File: src/rtl/dii_package.sv
// -----------------------------------------------------------------------------
// dii_package
// Flit type used on the debug interconnect (DII) control-module egress.
//   valid : flit present this cycle
//   last  : final flit of a packet
//   data  : 16-bit flit payload
// -----------------------------------------------------------------------------
package dii_package;

    typedef struct packed {
        logic        valid;
        logic        last;
        logic [15:0] data;
    } dii_flit;

endpackage

File: src/rtl/noc_fi_pkg.sv
// -----------------------------------------------------------------------------
// noc_fi_pkg
// Definitions shared by the NoC fault-injection decoder and the status
// transmitter: the packet FSM state type, the status type word and the
// layout of the status payload flit (node index high byte, link mask low byte).
// -----------------------------------------------------------------------------
package noc_fi_pkg;

    typedef enum logic [2:0] {
        FI_IDLE    = 3'd0,
        FI_DEST    = 3'd1,
        FI_SRC     = 3'd2,
        FI_TYPE    = 3'd3,
        FI_PAYLOAD = 3'd4
    } fi_state_t;

    localparam logic [15:0] FI_STATUS_TYPE = 16'h4649;

    localparam int FI_PL_NODE_MSB = 15;
    localparam int FI_PL_NODE_LSB = 8;
    localparam int FI_PL_LINK_MSB = 7;
    localparam int FI_PL_LINK_LSB = 0;

    // Build the payload flit from a node index and its link mask.
    function automatic logic [15:0] fi_payload(input logic [7:0] node,
                                               input logic [7:0] links);
        logic [15:0] p;
        p = '0;
        p[FI_PL_NODE_MSB:FI_PL_NODE_LSB] = node;
        p[FI_PL_LINK_MSB:FI_PL_LINK_LSB] = links;
        return p;
    endfunction

endpackage

File: src/rtl/noc_fi_rr_pick.sv
// -----------------------------------------------------------------------------
// noc_fi_rr_pick
// Combinational round-robin first-set finder.
//   pending : request vector, one bit per node
//   rr_ptr  : search start index (always < NODES)
//   valid   : at least one pending bit is set
//   index   : first set index at or after rr_ptr, wrapping modulo NODES
// -----------------------------------------------------------------------------
module noc_fi_rr_pick #(
    parameter int NODES = 9,
    parameter int IDXW  = 4
) (
    input  logic [NODES-1:0] pending,
    input  logic [IDXW-1:0]  rr_ptr,
    output logic             valid,
    output logic [IDXW-1:0]  index
);

    function automatic logic [IDXW-1:0] wrap_add(input logic [IDXW-1:0] base,
                                                 input int off);
        int s;
        s = int'(base) + off;
        if (s >= NODES) s = s - NODES;
        return IDXW'(s);
    endfunction

    // Scan from the farthest offset down so the nearest set bit is the last
    // assignment and therefore wins.
    always_comb begin
        valid = 1'b0;
        index = '0;
        for (int k = NODES - 1; k >= 0; k--) begin
            if (pending[wrap_add(rr_ptr, k)]) begin
                valid = 1'b1;
                index = wrap_add(rr_ptr, k);
            end
        end
    end

endmodule

File: src/rtl/noc_fi_status_tx.sv
// -----------------------------------------------------------------------------
// noc_fi_status_tx
// Reports per-node fault-injection link masks to the host as 4-flit DII
// packets (HOST_ID, debug_id, STATUS_TYPE, {node, mask}). A packet is queued
// for a node whenever its mask changes, or for every node on report_all.
// Handshake: a flit transfers on a cycle where flit_out.valid and
// flit_out_ready are both high; once valid rises it stays high with data and
// last unchanged until the packet's final flit is accepted.
//   clk, rst_n      : clock, asynchronous active-low reset
//   fim_en          : current per-node link-enable masks
//   debug_id        : own DII address (flit 1)
//   report_all      : one-cycle pulse, queue a report for every node
//   flit_out        : registered egress flit
//   flit_out_ready  : downstream accepts flit_out
//   busy            : report pending or in flight
//   state_dbg       : packet FSM state
// -----------------------------------------------------------------------------
module noc_fi_status_tx
    import dii_package::*;
    import noc_fi_pkg::*;
#(
    parameter int          X           = 3,
    parameter int          Y           = 3,
    parameter logic [15:0] HOST_ID     = 16'h0000,
    parameter logic [15:0] STATUS_TYPE = FI_STATUS_TYPE,
    localparam int         NODES       = X * Y
) (
    input  logic                  clk,
    input  logic                  rst_n,
    input  logic [NODES-1:0][7:0] fim_en,
    input  logic [15:0]           debug_id,
    input  logic                  report_all,
    output dii_flit               flit_out,
    input  logic                  flit_out_ready,
    output logic                  busy,
    output fi_state_t             state_dbg
);

    localparam int IDXW = (NODES > 1) ? $clog2(NODES) : 1;

    fi_state_t             state_q, state_d;
    dii_flit               flit_q, flit_d;
    logic [NODES-1:0][7:0] snap_q, snap_d;
    logic [NODES-1:0]      pending_q, pending_d, set_vec, clr_vec;
    logic [IDXW-1:0]       rr_ptr_q, rr_ptr_d;
    logic [IDXW-1:0]       sel_node_q, sel_node_d;
    logic [7:0]            sel_mask_q, sel_mask_d;
    logic [IDXW-1:0]       pick_idx;
    logic                  pick_valid, accept, take;

    noc_fi_rr_pick #(
        .NODES (NODES),
        .IDXW  (IDXW)
    ) u_pick (
        .pending (pending_q),
        .rr_ptr  (rr_ptr_q),
        .valid   (pick_valid),
        .index   (pick_idx)
    );

    assign snap_d = fim_en;
    assign accept = flit_q.valid & flit_out_ready;
    // A new packet starts from IDLE, or directly on the accepted final flit
    // so consecutive packets leave no idle gap.
    assign take   = pick_valid &
                    ((state_q == FI_IDLE) | ((state_q == FI_PAYLOAD) & accept));

    always_comb begin
        for (int i = 0; i < NODES; i++) begin
            set_vec[i] = (fim_en[i] != snap_q[i]) | report_all;
        end
    end

    always_comb begin
        state_d    = state_q;
        flit_d     = flit_q;
        sel_node_d = sel_node_q;
        sel_mask_d = sel_mask_q;
        rr_ptr_d   = rr_ptr_q;
        clr_vec    = '0;

        case (state_q)
            FI_DEST: if (accept) begin
                state_d = FI_SRC;
                flit_d  = '{valid: 1'b1, last: 1'b0, data: debug_id};
            end
            FI_SRC: if (accept) begin
                state_d = FI_TYPE;
                flit_d  = '{valid: 1'b1, last: 1'b0, data: STATUS_TYPE};
            end
            FI_TYPE: if (accept) begin
                state_d = FI_PAYLOAD;
                flit_d  = '{valid: 1'b1, last: 1'b1,
                            data: fi_payload(8'(sel_node_q), sel_mask_q)};
            end
            FI_PAYLOAD: if (accept) begin
                state_d = FI_IDLE;
                flit_d  = '0;
            end
            default: ;
        endcase

        if (take) begin
            state_d           = FI_DEST;
            flit_d            = '{valid: 1'b1, last: 1'b0, data: HOST_ID};
            sel_node_d        = pick_idx;
            sel_mask_d        = fim_en[pick_idx];
            clr_vec[pick_idx] = 1'b1;
            rr_ptr_d          = (pick_idx == IDXW'(NODES - 1)) ? '0 : pick_idx + 1'b1;
        end

        // A change seen in the same cycle as the clear re-arms the node.
        pending_d = (pending_q & ~clr_vec) | set_vec;
    end

    always_ff @(posedge clk or negedge rst_n) begin
        if (!rst_n) begin
            state_q    <= FI_IDLE;
            flit_q     <= '0;
            snap_q     <= '0;
            pending_q  <= '0;
            rr_ptr_q   <= '0;
            sel_node_q <= '0;
            sel_mask_q <= '0;
        end else begin
            state_q    <= state_d;
            flit_q     <= flit_d;
            snap_q     <= snap_d;
            pending_q  <= pending_d;
            rr_ptr_q   <= rr_ptr_d;
            sel_node_q <= sel_node_d;
            sel_mask_q <= sel_mask_d;
        end
    end

    assign flit_out  = flit_q;
    assign busy      = (state_q != FI_IDLE) | (|pending_q);
    assign state_dbg = state_q;

endmodule

File: config.mk
export PLATFORM = sky130hd
export DESIGN_NAME = noc_fi_status_tx
export DESIGN_NICKNAME = d
export VERILOG_FILES = /design/src/rtl/dii_package.sv /design/src/rtl/noc_fi_pkg.sv /design/src/rtl/noc_fi_rr_pick.sv /design/src/rtl/noc_fi_status_tx.sv
export SDC_FILE = /design/constraint.sdc
export NUM_CORES = 1
export LEC_CHECK = 0
export CORE_MARGIN = 4
export CORE_UTILIZATION = 55
export CTS_CLUSTER_DIAMETER = 200
export CTS_CLUSTER_SIZE = 24
export DETAILED_ROUTE_END_ITERATION = 12
export DONT_BUFFER_PORTS = 1
export PLACE_DENSITY = 0.7
export SYNTH_ARGS = -nofsm -noshare
export SYNTH_HDL_FRONTEND = slang
export SYNTH_SLANG_ARGS = --single-unit
File: constraint.sdc
create_clock -name clk -period 9.24 [get_ports clk]
set_clock_uncertainty 0.15 [all_clocks]
set_input_delay 2.772 -clock clk [delete_from_list [all_inputs] [get_ports clk]]
set_output_delay 2.772 -clock clk [all_outputs]
set_load 0.1 [all_outputs]
==> results.json <==
{
  "dpl_cell_area_sq_um": 9400,
  "end_kind": "flop",
  "synth.net_count": 1152,
  "synth_area_leaders": "dfrtp_1 (31%), xnor2_1 (4.6%), xor2_1 (4.0%), mux2i_1 (4.0%), a21oi_1 (3.3%)",
  "holdBufCountCts": 0,
  "setup_tns_ns": 0,
  "h-tree-depth": 4,
  "drt_wl_total_microns": 29200,
  "critical_path.max_stage_delay_ns": 0.95,
  "clkSinkCount": 117,
  "dp_hpwl_microns": 20700,
  "die_y_microns": 139,
  "ys_seq_elements": 117,
  "start_kind": "flop",
  "cp_cell_sequence": "clkinv_1 -> ha_1 -> buf_4 -> nand2_1 -> nor3_2 -> o21ai_2 -> xnor2_1 -> a2111oi_4 -> a311o_4 -> mux2_2 -> a221oi_2 -> o21ai_2 -> nor3_2 -> a21oi_1 -> or4_1",
  "finalMaxSlewViolations": 0,
  "holdCritStartpoint": "sel_node_q[0]",
  "cts_tree": "built",
  "async_flop_share_pct": 100,
  "final_common_cell": "dfrtp_1",
  "postCtsSetupBuffers": 0,
  "outcome": "finished, final reports clean",
  "required_ns": 9.37,
  "clk_pin_slew_ns": 0.06,
  "grt_pass1_wl_microns": 46000,
  "hold_violations": 0,
  "final_area_sq_um": 9950,
  "root_buffer": "clkbuf_16",
  "synth.top_cell.area_share_pct": 31.2,
  "synth_edf_count": 0,
  "critPathArrivalTime_ns": 6.86,
  "rows": 47,
  "syn_area_sq_um": 9370,
  "r2r-start": "rr_ptr_q[1]",
  "fmax_mhz": 148,
  "yosysWarnings": 0,
  "start_util_pct": 56.3,
  "critPathKind": "reg -> reg",
  "cp_slowest_cell": "ha_1",
  "ctsResizeCount": 0,
  "grt_max_degree": 118,
  "period_needed_ns": 6.74,
  "crit_path_start": "rr_ptr_q[1]",
  "synth_seq_area_share_pct": 31.2,
  "yosysTopAreaCell": "dfrtp_1",
  "drive_gt1_share_pct": 10.5,
  "via_count": 8445,
  "area_delta_synth_final_pct": 6.17,
  "dieArea_sq_um": 19200,
  "drv_cap": 0,
  "io_pins": 114,
  "viasPerCell": 6.84,
  "dr.first_iter.drc_count": 917,
  "detail-route-antenna-nets": 0,
  "relSlewSlack_pct": 20.2,
  "clock_latency_ns": 0.42,
  "routedWlPerCell_microns": 23.7,
  "diodes": 0,
  "hold_class": "reg -> reg",
  "drt_first_pass_iters": 6,
  "globalRoute.totalOverflow": 0,
  "cts_buffers": 17,
  "synth_ff_type": "dfrtp_1",
  "antenna_found_initial": 0,
  "synthCells": 1038,
  "rsz0062_at_grt": "false",
  "synth.distinct_cells": 103,
  "portBuffers": 0,
  "period_share_pct": 72.9,
  "syn_avg_cell_area_sq_um": 9.03,
  "core_area_sq_um": 16600,
  "chipWidth_microns": 139,
  "worstPathMaxFanout": 25,
  "nNetsFinal": 1116,
  "gp_congestion": 1.04,
  "final_cell_mix": "dfrtp_1 (115), nand2_1 (73), nor2_1 (72), a21oi_1 (61), xnor2_1 (49)",
  "setup_viol": 0,
  "grt_use_total_pct": 29.7,
  "first_global_vias": 8252,
  "tightestPinTransition_ns": 1.20,
  "clk_path_buf_depth": 2,
  "remaining_drc_errors": 0
}
Yosys cell counts, types with 9 or more instances:
| master | instances |
|---|---|
| dfrtp_1 | 117 |
| nand2_1 | 73 |
| nor2_1 | 72 |
| a21oi_1 | 61 |
| xnor2_1 | 49 |
| xor2_1 | 43 |
| o21ai_0 | 41 |
| nand3_1 | 40 |
| mux2i_1 | 37 |
| nor3_1 | 32 |
| clkbuf_1 | 30 |
| ha_1 | 22 |
| buf_2 | 20 |
| nand2b_1 | 19 |
| inv_1 | 18 |
| nand4_1 | 18 |
| nor2b_1 | 18 |
| nor4_1 | 15 |
| a211oi_1 | 14 |
| mux2_2 | 13 |
| a221o_1 | 11 |
| o211a_1 | 11 |
| a31oi_1 | 10 |
| o22ai_1 | 10 |
| a21o_1 | 9 |
| a22oi_1 | 9 |
| and2_1 | 9 |
| o211ai_1 | 9 |
| o221ai_1 | 9 |
flip-flops by register name, summed over array words and instances (netlist names):
signal / flops
rr_ptr_q: 4
sel_mask_q: 8
snap_q: 72
sel_node_q: 4
flit_out: 17
pending_q: 9
state_dbg: 3
path summary, 6_finish.rpt:
| path | to | slack [ns] | cells after the start |
|---|---|---|---|
| worst max-delay path | pending_q[5] | 2.50 | 15 |
| worst min-delay path | sel_node_q[0] | 0.34 | 2 |
| worst max register to register | pending_q[5] | 2.50 | 15 |
| worst min register to register | sel_node_q[0] | 0.34 | 2 |
| max in group asynchronous | state_dbg[2] | 6.87 | 0 |
| min in group asynchronous | snap_q[45] | 1.90 | 0 |
metrics by stage:
stage	std cells	hold slack [ns]	setup slack, ns	util, %
6_report	1235	0.340	2.50	59.8
5_1_grt	1235	0.396	2.09	59.8
4_1_cts	1235	0.344	2.59	59.8
3_5_place_dp	1203	0.331	2.61	56.5
3_3_place_gp	1203	0.322	2.75	56.5
2_1_floorplan	1038	0.300	4.07	-
metal layers:
metal | GRT usage [%] | up-vias | share of wire, %
li1 | - | 3832 | -
met1 | 37.6 | 4029 | 39
met2 | 49.7 | 491 | 48
met3 | 6.59 | 93 | 9.2
met4 | 11.7 | 0 | 3.7
met5 | 0 | - | 0
logic make-up after synthesis:
group / Yosys count / share of synthesized area [%]
DFF: 117 / 31.2
xor gates and xnor gates: 94 / 8.94
and+or+nand+nor: 342 / 18.8
muxes: 65 / 8.16
adders and majority gates: 22 / 2.94
buffers and inverters: 91 / 4.74
AOI/OAI and AO/OA: 307 / 25.2
layout make-up:
type,count,area [sq um]
Clock inverter,14,119
Sequential cell,117,2930
Fill cell,1455,6690
Clock buffer,18,429
Tap cell,220,275
Inverter,23,93.8
Timing Repair Buffer,13,97.6
Multi-Input combinational cell,830,6010
worst max-delay path: cells and delay by family (launching register included):
kind,cells,cell delay [ns]
AOI/OAI and AO/OA,6,1.52
xor gates and xnor gates,1,0.22
adders and majority gates,1,0.95
buffers and inverters,2,1.04
DFF,1,0.86
muxes,1,0.35
and+or+nand+nor,4,1.50
Power is left out: the tool's default activity adds up to more than one toggle a clock period on the data nets, which glitch-free logic cannot reach.
